`config.mk`:
```
export PLATFORM = sky130hd
export DESIGN_NAME = tmem_mp
export DESIGN_NICKNAME = d
export VERILOG_FILES = /design/src/rtl/tmem_mp.sv
export SDC_FILE = /design/constraint.sdc
export NUM_CORES = 1
export LEC_CHECK = 0
export ABC_AREA = 1
export BUFFER_PORTS_ARGS = -buffer_cell sky130_fd_sc_hd__buf_4
export CELL_PAD_IN_SITES_DETAIL_PLACEMENT = 2
export CELL_PAD_IN_SITES_GLOBAL_PLACEMENT = 2
export CORE_MARGIN = 3
export CORE_UTILIZATION = 40
export CTS_CLUSTER_SIZE = 10
export DETAILED_ROUTE_END_ITERATION = 8
export GPL_TIMING_DRIVEN = 1
export PLACE_DENSITY = 0.85
export SLEW_MARGIN = 20
export SYNTH_ARGS = -nofsm -noshare
export SYNTH_HDL_FRONTEND = slang
export SYNTH_SLANG_ARGS = --single-unit
```
`constraint.sdc`:
```
create_clock -name clk -period 3.6 [get_ports clk]
set_input_delay 0.72 -clock clk [delete_from_list [all_inputs] [get_ports clk]]
set_output_delay 0.72 -clock clk [all_outputs]
set_load 0.1 [all_outputs]
```
`src/rtl/tmem_mp.sv`:
```
// Multi-lane twiddle-factor memory: stream-loaded once, each lane holds a replica
// and reads independently with two-cycle latency, stage addressing and conjugation.
module tmem_mp #(
    parameter int TW_WIDTH  = 24,
    parameter int DEPTH     = 16,
    parameter int NUM_LANES = 2,
    localparam int ADDR_W   = $clog2(DEPTH)
) (
    input  logic                          clk,
    input  logic                          rst_n,
    input  logic                          ld_start,
    input  logic                          ld_valid,
    output logic                          ld_ready,
    input  logic [TW_WIDTH-1:0]           ld_data,
    output logic                          load_done,
    output logic                          busy,
    input  logic [NUM_LANES-1:0]          rd_en,
    input  logic                          rd_mode,
    input  logic [ADDR_W-1:0]             rd_stage,
    input  logic [NUM_LANES*ADDR_W-1:0]   rd_idx,
    input  logic                          inv,
    output logic [NUM_LANES-1:0]          rd_valid,
    output logic [NUM_LANES*TW_WIDTH-1:0] rd_data,
    output logic                          err,
    input  logic                          err_clr
);
    localparam int HALF = TW_WIDTH / 2;

    typedef enum logic [1:0] {S_IDLE, S_LOAD, S_READY} state_t;

    state_t              state_reg, state_next;
    logic [ADDR_W-1:0]   cnt_reg;
    logic                err_reg;
    logic                err_set;
    logic                wr_en;
    logic                rd_accept;

    always_ff @(posedge clk or negedge rst_n) begin
        if (!rst_n) begin
            state_reg <= S_IDLE;
            cnt_reg   <= '0;
            err_reg   <= 1'b0;
        end else begin
            state_reg <= state_next;
            if (wr_en)
                cnt_reg <= cnt_reg + 1'b1;
            if (err_set)
                err_reg <= 1'b1;
            else if (err_clr)
                err_reg <= 1'b0;
        end
    end

    always_comb begin
        state_next = state_reg;
        ld_ready   = 1'b0;
        busy       = 1'b0;
        load_done  = 1'b0;
        err_set    = 1'b0;
        case (state_reg)
            S_IDLE: begin
                if (ld_start)
                    state_next = S_LOAD;
            end
            S_LOAD: begin
                ld_ready = 1'b1;
                busy     = 1'b1;
                if (ld_start)
                    err_set = 1'b1;
                if (ld_valid && cnt_reg == ADDR_W'(DEPTH - 1))
                    state_next = S_READY;
            end
            S_READY: begin
                load_done = 1'b1;
                if (ld_start)
                    state_next = S_LOAD;
            end
            default: state_next = S_IDLE;
        endcase
        if (ld_valid && state_reg != S_LOAD)
            err_set = 1'b1;
        if ((|rd_en) && state_reg != S_READY)
            err_set = 1'b1;
    end

    assign wr_en     = ld_valid && (state_reg == S_LOAD);
    assign rd_accept = (state_reg == S_READY);
    assign err       = err_reg;

    generate
        for (genvar gi = 0; gi < NUM_LANES; gi++) begin : g_lane
            logic [TW_WIDTH-1:0] mem [DEPTH];
            logic [ADDR_W-1:0]   idx;
            logic [ADDR_W-1:0]   addr_next;
            logic [ADDR_W-1:0]   addr_reg;
            logic                en_reg;
            logic                inv_reg;
            logic                valid_reg;
            logic [TW_WIDTH-1:0] data_reg;
            logic [TW_WIDTH-1:0] word;
            logic [HALF-1:0]     imag;
            logic [HALF-1:0]     imag_conj;

            assign idx       = rd_idx[gi*ADDR_W +: ADDR_W];
            assign addr_next = rd_mode ? ADDR_W'(idx << rd_stage) : idx;

            always_ff @(posedge clk) begin
                if (wr_en)
                    mem[cnt_reg] <= ld_data;
            end

            assign word = mem[addr_reg];
            assign imag = word[HALF-1:0];
            // Negating the most negative value would overflow; clamp to most positive.
            assign imag_conj = (imag == {1'b1, {(HALF-1){1'b0}}}) ?
                               {1'b0, {(HALF-1){1'b1}}} : (~imag) + HALF'(1);

            always_ff @(posedge clk or negedge rst_n) begin
                if (!rst_n) begin
                    en_reg    <= 1'b0;
                    addr_reg  <= '0;
                    inv_reg   <= 1'b0;
                    valid_reg <= 1'b0;
                    data_reg  <= '0;
                end else begin
                    en_reg <= rd_en[gi] && rd_accept;
                    if (rd_en[gi]) begin
                        addr_reg <= addr_next;
                        inv_reg  <= inv;
                    end
                    valid_reg <= en_reg;
                    if (en_reg)
                        data_reg <= inv_reg ? {word[TW_WIDTH-1:HALF], imag_conj} : word;
                end
            end

            assign rd_valid[gi]                      = valid_reg;
            assign rd_data[gi*TW_WIDTH +: TW_WIDTH]  = data_reg;
        end
    endgenerate
endmodule

```
# Yosys cells after proc, flatten, opt, wreduce, memory -nomap -nowiden
# Memories as Yosys holds them, arrays and structs flattened.
# Index checks and enable logic that the tools add are counted.
dict set report totals {
  elab_cells 61
  reg_bits 69
  output_inout_bits 54
  n_memories 2
  ram_bits 768
}
dict set report classes {
  n_shift 2
  n_reduce_logical 11
  n_addsub 3
  bitwise_logic 2
  mux 19
  n_eq_ne 9
}
# memory depth width read_ports rd_clocked_by_memory_dff wr line_no
set memory_table {}
lappend memory_table {{g_lane[0].mem} 16 24 1 0 1 92} ;# logic [TW_WIDTH-1:0] mem [DEPTH];
lappend memory_table {{g_lane[1].mem} 16 24 1 0 1 92}
# operator count
set op_table {}
lappend op_table {{two-way mux 12 bit} 4}
lappend op_table {{adder 12 x 1 -> 12 bit (second input constant)} 2}
lappend op_table {{equality test 12 bit (second input constant)} 2}
lappend op_table {{inverter 12 bit} 2}
lappend op_table {{two-way mux 1 bit} 10}
lappend op_table {{two-way mux 4 bit} 2}
lappend op_table {{left shift 4 x 4 -> 4 bit} 2}
lappend op_table {{logical AND 1 bit} 6}
lappend op_table {{adder 4 x 1 -> 4 bit (second input constant)} 1}
lappend op_table {{equality test 4 bit (second input constant)} 1}
lappend op_table {{two-way mux 2 bit} 2}
lappend op_table {{inequality test 2 x 1 -> 1 bit (second input constant)} 2}
lappend op_table {{inequality test 2 bit (second input constant)} 2}
lappend op_table {{case mux 2 bit (2 select lines)} 1}
lappend op_table {{OR reduction 2 bit} 2}
lappend op_table {{equality test 2 x 1 -> 1 bit (second input constant)} 1}
lappend op_table {{equality test 2 bit (second input constant)} 1}
lappend op_table {{logical NOT 2 bit} 1}
lappend op_table {{AND reduction 2 bit} 1}
lappend op_table {{nonzero test 2 bit} 1}

# Longest topological paths before layout
# Gate-level depths: netlist (run 1).
dict set report logic_depth {
  word_depth 5
  ltp_mapped 20
  mapped_depth_nobuf 17
}

# Least setup slack after synthesis (run 1)
# OpenSTA, ideal clock, no wires.
dict set report synth_path {
  kind {register to register}
  startpoint {register state_reg[1]}
  endpoint {memory g_lane[1].mem[11][0], enable pin}
  t_arrival_ps 3542
  required_ps 3195
  stages_incl_launch_ff 6
  setup_ps 405
  setup_slack_ps -347
  n_path_buf 0
  period_less_slack_ps 3947
  cell_sequence {dfrtp_1 -> nor2_1 -> inv_1 -> nor2_1 -> nand2_1 -> nor2_1}
}
dict set report synth_via {
  elab_chain_cells 4
}
# element line_no
set synth_lines {}
lappend synth_lines {{start: declaration} 31} ;# state_t state_reg, state_next;
lappend synth_lines {{start signal: assignment} 44} ;# state_reg <= state_next;
lappend synth_lines {{equality test 2 x 1 -> 1 bit} 86} ;# assign wr_en = ld_valid && (state_reg == S_LOAD);
lappend synth_lines {{logical AND 1 bit} 86}
lappend synth_lines {{two-way mux 1 bit} 108} ;# if (wr_en)
lappend synth_lines {{two-way mux 1 bit (not written as such)} 109} ;# mem[cnt_reg] <= ld_data;
lappend synth_lines {{end: declaration} 92}
# No other way between the ends.

# Worst setup path in the final report (run 1)
dict set report layout_path {
  startpoint {register g_lane[0].addr_reg[1]}
  endpoint {register g_lane[0].data_reg[10]}
}
dict set report layout_via {
  elab_chain_cells 5
  elab_cells_between_ends 6
  classes_between {add/sub: 1; eq/ne: 1; mux: 2; bitwise: 1; memory: 1}
}
# element line_no
set layout_lines {}
lappend layout_lines {{start: declaration} 95} ;# logic [ADDR_W-1:0] addr_reg;
lappend layout_lines {{start signal: assignment} 128} ;# addr_reg <= addr_next;
lappend layout_lines {{memory read (16 x 24 bit) *} -}
lappend layout_lines {{inverter 12 bit} 116} ;# {1'b0, {(HALF-1){1'b1}}} : (~imag) + HALF'(1);
lappend layout_lines {{adder 12 x 1 -> 12 bit} 116}
lappend layout_lines {{two-way mux 12 bit} 115} ;# assign imag_conj = (imag == {1'b1, {(HALF-1){1'b0}}}) ?
lappend layout_lines {{two-way mux 12 bit *} 133} ;# data_reg <= inv_reg ? {word[TW_WIDTH-1:HALF], imag_conj} : word;
lappend layout_lines {{end signal: assignment} 133}
lappend layout_lines {{end: declaration} 99} ;# logic [TW_WIDTH-1:0] data_reg;
# Mark *: on every way between the ends. The rest lies on a longest branch, timed or not.
# A chain may end at the register's enable or synchronous reset.

==> results of run 1 <==
[layer usage]
layer,track usage (%),part of all wire [%],vias up
li1,-,-,8309
met1,36.45,39,10070
met2,53.17,49,775
met3,5.063,6.4,287
met4,16.82,5.7,0
met5,0,0,-
[logic make-up (layout without fill, tap and decap cells)]
| group | count (synthesis) | after routing |
|---|---|---|
| AOI/OAI and AO/OA | 489 | 489 |
| buffers and inverters | 371 | 453 |
| DFF | 453 | 453 |
| xor gates and xnor gates | 12 | 12 |
| and+or+nand+nor | 1015 | 1015 |
| other | 0 | 2 |
| adders and majority gates | 6 | 6 |
[placed cells by master (no fill, tap or decap), types with 29 or more instances in the layout]
cell type	netlist	routed
edfxtp_1	384	384
nand2_1	372	372
nand3_1	303	303
nor2_1	295	278
o21ai_0	226	226
inv_1	196	193
buf_4	13	142
o221ai_1	74	74
dfrtp_1	69	61
clkbuf_16	0	54
a21oi_1	53	53
o211ai_1	53	53
clkbuf_1	72	29
[stage by stage]
stage               power, mW  area [um2]  hold slack (ns)  instances  setup slack (ns)
CTS                     17.76       25680           0.2540       3176            0.5593
global placement        12.30       24070           0.4800       3079            0.7615
floorplan               10.65       22640           0.3519       2346            0.1923
detailed placement      12.55       24070           0.4976       3079            0.5812
global route            18.30       25690           0.2856       3177            0.3369
finish                  17.71       25690           0.2334       3178            0.5091
[worst reg2reg max path, delay by kind of cell (launching register included)]
kind / cells / cell delay, ns
fa+ha+maj: 1 / 0.23
buf+inv: 2 / 0.67
flops: 1 / 0.61
simple gates: 12 / 1.50
[power groups by stage]
stage	combinational (mW)	sequential (mW)	clock, mW
floorplan	1.94	8.71	0
global placement	5.43	6.86	0
detailed placement	5.64	6.91	0
CTS	5.71	6.82	5.22
global route	6.00	6.87	5.42
finish	5.73	6.83	5.16
[final cells by class]
class                      instances  area share [%]
multi-input combinational       1522           30.17
clock buffer                      88           5.952
sequential                       453           51.69
tap                              748           3.643
inverter                         200           2.942
antenna                            2         0.01948
clock inverter                     9          0.3409
timing repair buffer             156           5.241
[how the worst min path moves through the flow]
| stage | from | endpoint | slack (ns) | depth (start not counted) |
|---|---|---|---|---|
| after floorplan | g_lane[0].en_reg$_DFF_PN0_ | g_lane[0].valid_reg$_DFF_PN0_ | 0.35 | 0 |
| after global placement | g_lane[0].data_reg[11]$_DFFE_PN0P_ | g_lane[0].data_reg[11]$_DFFE_PN0P_ | 0.48 | 2 |
| after detailed placement | g_lane[0].data_reg[11]$_DFFE_PN0P_ | g_lane[0].data_reg[11]$_DFFE_PN0P_ | 0.50 | 2 |
| after CTS | rst_n | g_lane[0].data_reg[10]$_DFFE_PN0P_ | 0.25 | 1 |
| after global routing | rst_n | g_lane[0].data_reg[10]$_DFFE_PN0P_ | 0.29 | 1 |
| final | rst_n | g_lane[0].data_reg[10]$_DFFE_PN0P_ | 0.23 | 1 |
==> summary.txt, run 1 <==
Post-synth top cells: edfxtp_1 (384), nand2_1 (372), nand3_1 (303)
Port bufs: 98
Worst path cell trace: inv_2, nand3_1, nand3_1, nand3_1, nand2_1, inv_1, ha_1, nand3_1, nor2_4, nand3_4, nor2_4, nor2_4, nand2_1, nor2_1, nor2_1
Worst path depth: 15
Post-synth top area cell: edfxtp_1
Placeable Area: 55520 um2
Post-synthesis mux area share: 0%
Crit path to: g_lane[0].data_reg[10]$_DFFE_PN0P_
Routed via count: 19.44k
Routed Antenna Nets: 0
Vias per cell: 6.116
P_sw: 7.273 mW
Die X: 243.9 um
Rel. slew slack: 35.98%
Hold_buf cts: 0
Initial Utilization: 40.78%
Switching part of the total: 41.07%
DRC errors left: 0
Final Hold Vio Count: 0
Reg-to-reg endpoint: g_lane[0].data_reg[10]$_DFFE_PN0P_
Synth unique cells: 41
Pwr/cell area: 689.4 nW/um2
Adder-cell share of the synthesized area: 0.3316%
Fin Setup TNS: 0 ns
Fin. max-slew vios: 0
Worst path buffer plus inverter count: 2
Die Area: 59490 um2
Crit Path Max Fanout: 25
Seq cells post-synth: 453
CTS tree: done
Multi-input logic area: 7751 um2
Setup Fix Bufs, Post-CTS: 0
CP startpoint: g_lane[0].addr_reg[1]$_DFFE_PN0P_
Crit. End Element: flip-flop
GP Congestion: 0.8033
Worst path arrival time: 3.60 ns
Chip height: 243.9 um
Max H-tree Level: 2
Fill count: 5841
Slew @ Worst Pin: 0.9602 ns
Worst r2r src: g_lane[0].addr_reg[1]$_DFFE_PN0P_
Register area: 13280 um2
Fin util: 46.27%
1st-pass router iterations: 7
Fin nets: 2438
Top cell type's share of synthesized area: 50.93%
Flop pwr share: 38.5%
Combinational share of power: 32.3%
P&R area growth vs syn: 13.46%
CP most frequent cell: nand3_1
Post-synth design cell area: 22640 um2
Peak Freq: 323.5 MHz
VDD IR max: 0.5370 mV
Share of cells above drive strength 1: 12.56%
Dominant cell by count in the synthesized netlist: edfxtp_1
Primary FF master, synth: edfxtp_1
First-pass GRT wire length: 138200 um
Setup crit start kind: flip-flop
Mapped Nets: 2397
Rows: 86
IO Count: 99
Fin crit period: 3.091 ns
Largest family of logic cells by synthesized area: simple AND/OR/NAND/NOR gates
FFs w/ async S/R, synth: 15.23%
Clock Skew: 0.02791 ns
CP top delay family: simple AND/OR/NAND/NOR gates
Setup-failing EPs final: 0
Register area share after synthesis: 58.56%
Total Wirelength: 92470 um
GRT Resource Usage Total: 30.70%
Synth Warn #: 0
CTS Buf Count: 54
Clock Root Buffer: clkbuf_16
Post-synthesis compound-gate area fraction: 13.67%
Worst hold path type: input port to async pin
Synthesized instance count: 2346
Syn avg cell area: 9.651 um2
Clock share of power: 29.1%
Routed length per instance: 29.10 um
Gr ovfl total: 0
Unrepaired setup endpoints after global routing: no
Worst-Skew Late Latency: 0.63 ns
Antenna violations before repair: 2
Max reg flops: 384
Clk sinks: 453
Pint: 10.44 mW
1st-iter DRT viols: 1489
Worst R2R Path Depth: 15
Max-cap viol count: 0
Xor/xnor cell area share of the yosys netlist: 0.4642%
Number of synthesized flops with an enable pin: 384
Post-synthesis simple-gate area fraction: 19.23%
Leakage: 9.668 nW
CP required: 4.11 ns
Largest net degree at the start of global routing: 100
Run status: completed
Clock transition at the registers of the reported paths: 0.06 ns
Slowest library cell on the worst path: dfrtp_4
Vias in the first global route: 21.96k
Largest stage delay, worst path: 0.61 ns
Crit share post-route: 85.86%
Reg2Reg Setup Slack: 0.51 ns
Clock Path Buffers: 3
Post-CTS Resized: 0
Setup Crit Path Kind: flip-flop to flip-flop
Leading post-synthesis cells by cell area: edfxtp_1 (51%), dfrtp_1 (7.6%), nand3_1 (6.7%)
Hpwl dp: 54630 um
Note: power is estimated with default switching activity, not from simulation.
==> inputs of run 2 (changes only) <==
--- a/config.mk
+++ b/config.mk
@@ -17,3 +17,3 @@
 export PLACE_DENSITY = 0.85
-export SLEW_MARGIN = 20
+export SLEW_MARGIN = 10
 export SYNTH_ARGS = -nofsm -noshare
--- a/constraint.sdc
+++ b/constraint.sdc
@@ -3,2 +3,2 @@
 set_output_delay 0.72 -clock clk [all_outputs]
-set_load 0.1 [all_outputs]
+set_load 0.01 [all_outputs]
==> run 2 against run 1 <==
Largest power group unchanged. Worst hold slack lost 0.099 ns. Critical path type unchanged. Maximum frequency shrank 3.8%. Clock skew shrank 0.0058 ns. Sequential share of layout area grew 0.058 points. Sequential cell count is the same.
==> summary.txt, run 2 (synthesis gave the netlist of run 1 again) <==
First-pass GRT wire length: 137400 um (-0.61%)
Slew @ Worst Pin: 0.8831 ns (-0.07710 ns)
Reg-to-reg endpoint: g_lane[1].data_reg[4]$_DFFE_PN0P_
Routed length per instance: 28.82 um (-0.96%)
CP required: 4.14 ns (+0.03 ns)
Crit path to: g_lane[1].data_reg[4]$_DFFE_PN0P_
Run status: completed
Setup crit start kind: flip-flop
Hpwl dp: 56620 um (+3.6%)
Share of cells above drive strength 1: 12.79% (+0.23 points)
Total Wirelength: 91900 um (-0.62%)
Clock Path Buffers: 3 (unchanged)
GP Congestion: 0.8238 (+2.6%)
Worst path arrival time: 3.75 ns (+0.15 ns)
Placeable Area: 55520 um2 (unchanged)
Rows: 86 (unchanged)
Fin crit period: 3.212 ns (+0.1211 ns)
Leakage: 9.685 nW (+0.18%)
Pwr/cell area: 602.7 nW/um2 (-13%)
CTS Buf Count: 53 (-1.9%)
Worst r2r src: g_lane[1].addr_reg[0]$_DFFE_PN0P_
Max reg flops: 384 (unchanged)
Hold WS: 0.1343 ns (-0.09904 ns)
Crit Path Max Fanout: 55 (+120%)
Fin. max-slew vios: 0 (unchanged)
Area after DPL: 24120 um2 (+0.22%)
Routed Antenna Nets: 0 (unchanged)
Worst-Skew Late Latency: 0.62 ns (about the same)
Clock Skew: 0.02210 ns (-0.005809 ns)
Die X: 243.9 um (unchanged)
Most frequent cells in the layout: edfxtp_1 (384), nand2_1 (372), nand3_1 (303), nor2_1 (279), o21ai_0 (226)
Largest net degree at the start of global routing: 89 (-11%)
Port bufs: 98 (unchanged)
Vias in the first global route: 21.64k (-1.5%)
Hold_buf cts: 0 (unchanged)
Clock transition at the registers of the reported paths: 0.06 ns (about the same)
Rel. slew slack: 41.06% (+5.1 points)
Final Cell Area: 25660 um2 (-0.11%)
Setup Crit Path Kind: flip-flop to flip-flop
Unrepaired setup endpoints after global routing: no
Antenna violations before repair: 0 (-2)
Max H-tree Level: 2 (unchanged)
Placed insts: 3093 (+0.45%)
Die Area: 59490 um2 (unchanged)
Post-CTS Resized: 0 (unchanged)
Worst hold path type: input port to async pin
Crit. End Element: flip-flop
Setup-failing EPs final: 0 (unchanged)
Routed via count: 19.55k (+0.56%)
Place WS: 0.5396 ns (-0.04160 ns)
1st-iter DRT viols: 1779 (+19%)
CP startpoint: g_lane[1].addr_reg[0]$_DFFE_PN0P_
Most common cell after layout, fill and taps aside: edfxtp_1
Final Hold Vio Count: 0 (unchanged)
CTS tree: done
IO Count: 99 (unchanged)
Max-cap viol count: 0 (unchanged)
Count of non-filler cells in the finished layout: 3189 (+0.35%)
Crit share post-route: 89.22% (+3.4 points)
Initial Utilization: 40.78% (unchanged)
DRC errors left: 0 (unchanged)
Worst R2R Path Depth: 14 (-1)
Gr ovfl total: 0 (unchanged)
VDD IR max: 0.4430 mV (-18%)
1st-pass router iterations: 5 (-2)
Reg2Reg Setup Slack: 0.39 ns (-0.12 ns)
Vias per cell: 6.129 (+0.21%)
P&R area growth vs syn: 13.34%
Setup Fix Bufs, Post-CTS: 0 (unchanged)
Final WS setup: 0.3881 ns (-0.1211 ns)
Clk sinks: 453 (unchanged)
Chip height: 243.9 um (unchanged)
Fin Setup TNS: 0 ns (unchanged)
Clock Root Buffer: clkbuf_16
GRT Resource Usage Total: 30.54% (-0.16 points)
Fin nets: 2451 (+0.53%)
Peak Freq: 311.3 MHz (-3.8%)
run 2: cell count changes in the layout (fill, tap and decap cells not counted), sizes merged:
cell	before	now
buf	156	170
clkbuf	88	90
clkinv	8	4
diode	2	1
run 2: cell type report:
| class | instances | area [um2] |
|---|---|---|
| fill | 5902 | 29860 |
| clock inverter | 5 | 52.55 |
| inverter | 200 | 755.7 |
| antenna | 1 | 2.502 |
| clock buffer | 90 | 1485 |
| timing repair buffer | 170 | 1401 |
| sequential | 453 | 13280 |
| multi-input combinational | 1522 | 7749 |
| tap | 748 | 935.9 |
run 2: worst max-delay path: stages (launching register included):
cell	delay, ns
dfrtp_4	0.73
inv_4	0.45
nand2_1	0.09
nand3_1	0.13
nand3_1	0.12
nand3_1	0.11
nand2_1	0.13
inv_1	0.11
ha_1	0.20
nand3_1	0.13
nor2_2	0.21
nand3_2	0.14
o21ai_2	0.30
nor2_1	0.10
nor2_1	0.12
run 2: worst min-delay path by stage:
stage               cells past startpoint                          startpoint                                  to  slack (ns)
CTS                                     1                               rst_n   g_lane[0].data_reg[9]$_DFFE_PN0P_        0.13
detailed placement                      2  g_lane[1].data_reg[11]$_DFFE_PN0P_  g_lane[1].data_reg[11]$_DFFE_PN0P_        0.48
finish                                  1                               rst_n   g_lane[0].data_reg[9]$_DFFE_PN0P_        0.13
floorplan                               0          g_lane[0].en_reg$_DFF_PN0_       g_lane[0].valid_reg$_DFF_PN0_        0.35
global route                            1                               rst_n   g_lane[0].data_reg[9]$_DFFE_PN0P_        0.16
global placement                        2  g_lane[0].data_reg[11]$_DFFE_PN0P_  g_lane[0].data_reg[11]$_DFFE_PN0P_        0.47
run 2: report_power, final:
part	internal [mW]	switching [mW]	leakage, nW
logic	1.19	2.51	4.68
registers	6.35	0.412	4.27
clock network	2.79	2.21	0.735
total	10.3	5.14	9.69
run 2: per-stage QoR:
step           util [%]  power [mW]
2_1_floorplan         -       8.663
3_3_place_gp      43.44       10.23
3_5_place_dp      43.44       10.48
4_1_cts           46.21       15.54
5_1_grt           46.21       16.09
6_report          46.21       15.46
run 2: metal layers:
| layer | share of wire, % | global-route usage, % | vias up |
|---|---|---|---|
| met5 | 0 | 0 | - |
| met4 | 5.7 | 16.68 | 0 |
| met3 | 6.4 | 4.821 | 285 |
| met2 | 50 | 52.55 | 828 |
| met1 | 38 | 36.73 | 10100 |
| li1 | - | - | 8328 |
==> inputs of run 3 (changes only) <==
ABC_AREA = default   (was 1)
CORE_UTILIZATION = 46   (was 40)
PLACE_DENSITY = 0.82   (was 0.85)
==> run 3 against run 2 <==
Sequential power is 1% lower. Register-to-register slack worse by 0.16 ns. Largest cell class unchanged. Non-clock buffer count is 11 lower. Cell area is 6.5% lower. Highest routed layer unchanged. Critical endpoint is now g_lane[0].data_reg[11]$_DFFE_PN0P_. Wire length is 29% lower. Clock skew is 0.011 ns higher. Final cell count is 42% lower.
==> summary.txt, run 3 <==
Synthesized instance count: 1062 (-55%)
Gr ovfl total: 0 (unchanged)
Final Cell Area: 24000 um2 (-6.5%)
Die X: 218.5 um (-10%)
Total Wirelength: 64860 um (-29%)
Routed Antenna Nets: 0 (unchanged)
CTS tree: done
Top cell type's share of synthesized area: 55.50% (+4.6 points)
Vias per cell: 6.635 (+8.3%)
Max reg flops: 384 (unchanged)
Seq cells post-synth: 453 (unchanged)
GR peak layer: met2
Routed length per instance: 35.29 um (+22%)
Worst hold path type: input port to async pin
Synth Warn #: 0 (unchanged)
GR met3 Demand/Resource: 3.865% (-0.96 points)
1st-pass router iterations: 5 (unchanged)
Hold WS: 0.1777 ns (+0.04337 ns)
Crit Path Max Fanout: 11 (-80%)
Die Area: 47760 um2 (-20%)
CP most frequent cell: mux4_2
Clk sinks: 453 (unchanged)
GP Congestion: 0.7932 (-3.7%)
1st-iter DRT viols: 1382 (-22%)
CP required: 4.08 ns (-0.06 ns)
GRT Resource Usage Total: 27.61% (-2.9 points)
P&R area growth vs syn: 15.49%
Max H-tree Level: 2 (unchanged)
Fill count: 3750 (-36%)
Clock transition at the registers of the reported paths: 0.06 ns (about the same)
Pwr/cell area: 598.1 nW/um2 (-0.76%)
Crit. End Element: flip-flop
Worst-Skew Late Latency: 0.60 ns (-0.02 ns)
Worst path arrival time: 3.85 ns (+0.10 ns)
Max-cap viol count: 0 (unchanged)
Port bufs: 98 (unchanged)
Rows: 77 (-10%)
Met2 Resource Use GR: 48.04% (-4.5 points)
CP top delay family: multiplexers
Slew @ Worst Pin: 0.9279 ns (+0.04475 ns)
Fin util: 54.03% (+7.8 points)
Register area share after synthesis: 63.81% (+5.3 points)
Primary FF master, synth: edfxtp_1
Number of synthesized flops with an enable pin: 384 (unchanged)
Fin. max-slew vios: 0 (unchanged)
Diode count: 0 (-1)
Fin nets: 1253 (-49%)
VDD IR max: 0.4508 mV (+1.8%)
Leakage: 8.154 nW (-16%)
FFs w/ async S/R, synth: 15.23% (unchanged)
Worst path buffer plus inverter count: 1 (-1)
Hpwl dp: 39630 um (-30%)
Crit share post-route: 93.55% (+4.3 points)
Largest stage delay, worst path: 0.59 ns (-0.14 ns)
Placeable Area: 44410 um2 (-20%)
Setup-failing EPs final: 0 (unchanged)
Synth unique cells: 59 (+44%)
Routed via count: 12.20k (-38%)
Antenna violations before repair: 0 (unchanged)
Syn avg cell area: 19.56 um2 (+100%)
Slowest library cell on the worst path: dfrtp_4
Vias in the first global route: 13.55k (-37%)
Unrepaired setup endpoints after global routing: no
Largest net degree at the start of global routing: 46 (-48%)
Leading post-synthesis cells by cell area: edfxtp_1 (55%), mux4_2 (24%), dfrtp_1 (8.3%)
Clock Root Buffer: clkbuf_16
Worst path cell trace: clkbuf_16, mux4_2, mux4_2, nor2_1, or4b_4, o41ai_2, xor2_1, o2bb2ai_1
Clock Skew: 0.03283 ns (+0.01072 ns)
Post-synth design cell area: 20780 um2 (-8.2%)
Dominant cell by count in the synthesized netlist: edfxtp_1
Placed insts: 1739 (-44%)
Place WS: 0.1176 ns (-0.4220 ns)
DRC errors left: 0 (unchanged)
Share of cells above drive strength 1: 38.36% (+26 points)
Final Hold Vio Count: 0 (unchanged)
IO Count: 99 (unchanged)
Rel. slew slack: 37.33% (-3.7 points)
Chip height: 218.5 um (-10%)
Mapped Nets: 1113 (-54%)
Peak Freq: 296.9 MHz (-4.6%)
Post-synth top cells: edfxtp_1 (384), mux4_2 (220), dfrtp_1 (69)
First-pass GRT wire length: 94990 um (-31%)
Final WS setup: 0.2321 ns (-0.1559 ns)
Run status: completed
Count of non-filler cells in the finished layout: 1838 (-42%)
Met1 Usage GRT: 35.71% (-1.0 points)
Most frequent cells in the layout: edfxtp_1 (384), mux4_2 (220), buf_4 (154), dfrtp_1 (63), clkbuf_16 (54)
Initial Utilization: 46.78% (+6.0 points)
Post-synth top area cell: edfxtp_1
CTS Buf Count: 52 (-1.9%)
Overall power: 14.35 mW (-7.2%)
Setup Crit Path Kind: flip-flop to flip-flop
Area after DPL: 22400 um2 (-7.1%)
Clock Path Buffers: 3 (unchanged)
Setup crit start kind: flip-flop
Fin crit period: 3.368 ns (+0.1559 ns)
Most common cell after layout, fill and taps aside: edfxtp_1
Fin Setup TNS: 0 ns (unchanged)
==> run 3: cell count changes in the layout (fill, tap and decap cells not counted), moves of 22 or more <==
cell,change
nand3_1,-296
a21oi_1,-45
o221ai_1,-74
nor2_4,-22
nand2_1,-343
o21ai_0,-214
mux2_2,+28
o211ai_1,-53
inv_1,-173
nor2_1,-250
mux4_2,+220
==> run 3: metal layers <==
metal / part of all wire, % / wire, um
met5: 0 / 0
met4: 3.5 / 2295
met3: 7.1 / 4585
met2: 52 / 33760
met1: 37 / 24210
==> run 3: kinds of logic after synthesis <==
logic type | after synthesis | synth area share (%)
compound gates | 106 | 3.782
xor+xnor | 19 | 0.8009
fa+ha+maj | 6 | 0.3613
buf+inv | 93 | 2.108
flops | 453 | 63.81
mux | 258 | 25.85
simple gates | 127 | 3.294
==> run 3: power breakdown <==
group          internal (mW)  leakage [nW]  switching (mW)
clock                   2.86         0.744            2.13
sequential              6.27          4.37           0.391
combinational           1.24          3.04            1.47
total                   10.4          8.15            3.99
==> run 3: final timing paths <==
kind | start | end | slack (ns) | cells past startpoint
max | g_lane[0].addr_reg[0]$_DFFE_PN0P_ | g_lane[0].data_reg[11]$_DFFE_PN0P_ | 0.23 | 8
min | rst_n | g_lane[0].data_reg[11]$_DFFE_PN0P_ | 0.18 | 1
max reg2reg | g_lane[0].addr_reg[0]$_DFFE_PN0P_ | g_lane[0].data_reg[11]$_DFFE_PN0P_ | 0.23 | 8
min reg2reg | g_lane[1].data_reg[7]$_DFFE_PN0P_ | g_lane[1].data_reg[7]$_DFFE_PN0P_ | 0.50 | 1
max in group asynchronous | rst_n | g_lane[1].data_reg[22]$_DFFE_PN0P_ | 2.61 | 2
min in group clk | err_clr | err$_DFFE_PN0P_ | 0.33 | 2
==> run 3: worst reg2reg max path: cells and delay by family (launching register included) <==
family | cells | cell delay (ns)
AOI/OAI and AO/OA | 2 | 0.48
xor gates and xnor gates | 1 | 0.20
buffers and inverters | 1 | 0.25
DFF | 1 | 0.59
muxes | 2 | 1.11
and+or+nand+nor | 2 | 0.62
==> run 3: cell type report <==
type / count / area (um2) / area share, %
Clock inverter: 4 / 81.33 / 0.3389
Tap cell: 592 / 740.7 / 3.087
Inverter: 20 / 75.07 / 0.3128
Timing Repair Buffer: 159 / 1252 / 5.219
Multi-Input combinational cell: 516 / 7082 / 29.51
Clock buffer: 94 / 1490 / 6.210
Sequential cell: 453 / 13280 / 55.32
==> run 3: what timing repair did <==
item | CTS | global route
resized for setup | 0 | 1
hold buffers | 0 | 0
buffers inserted | 0 | 1
setup endpoints to repair | 0 | 12
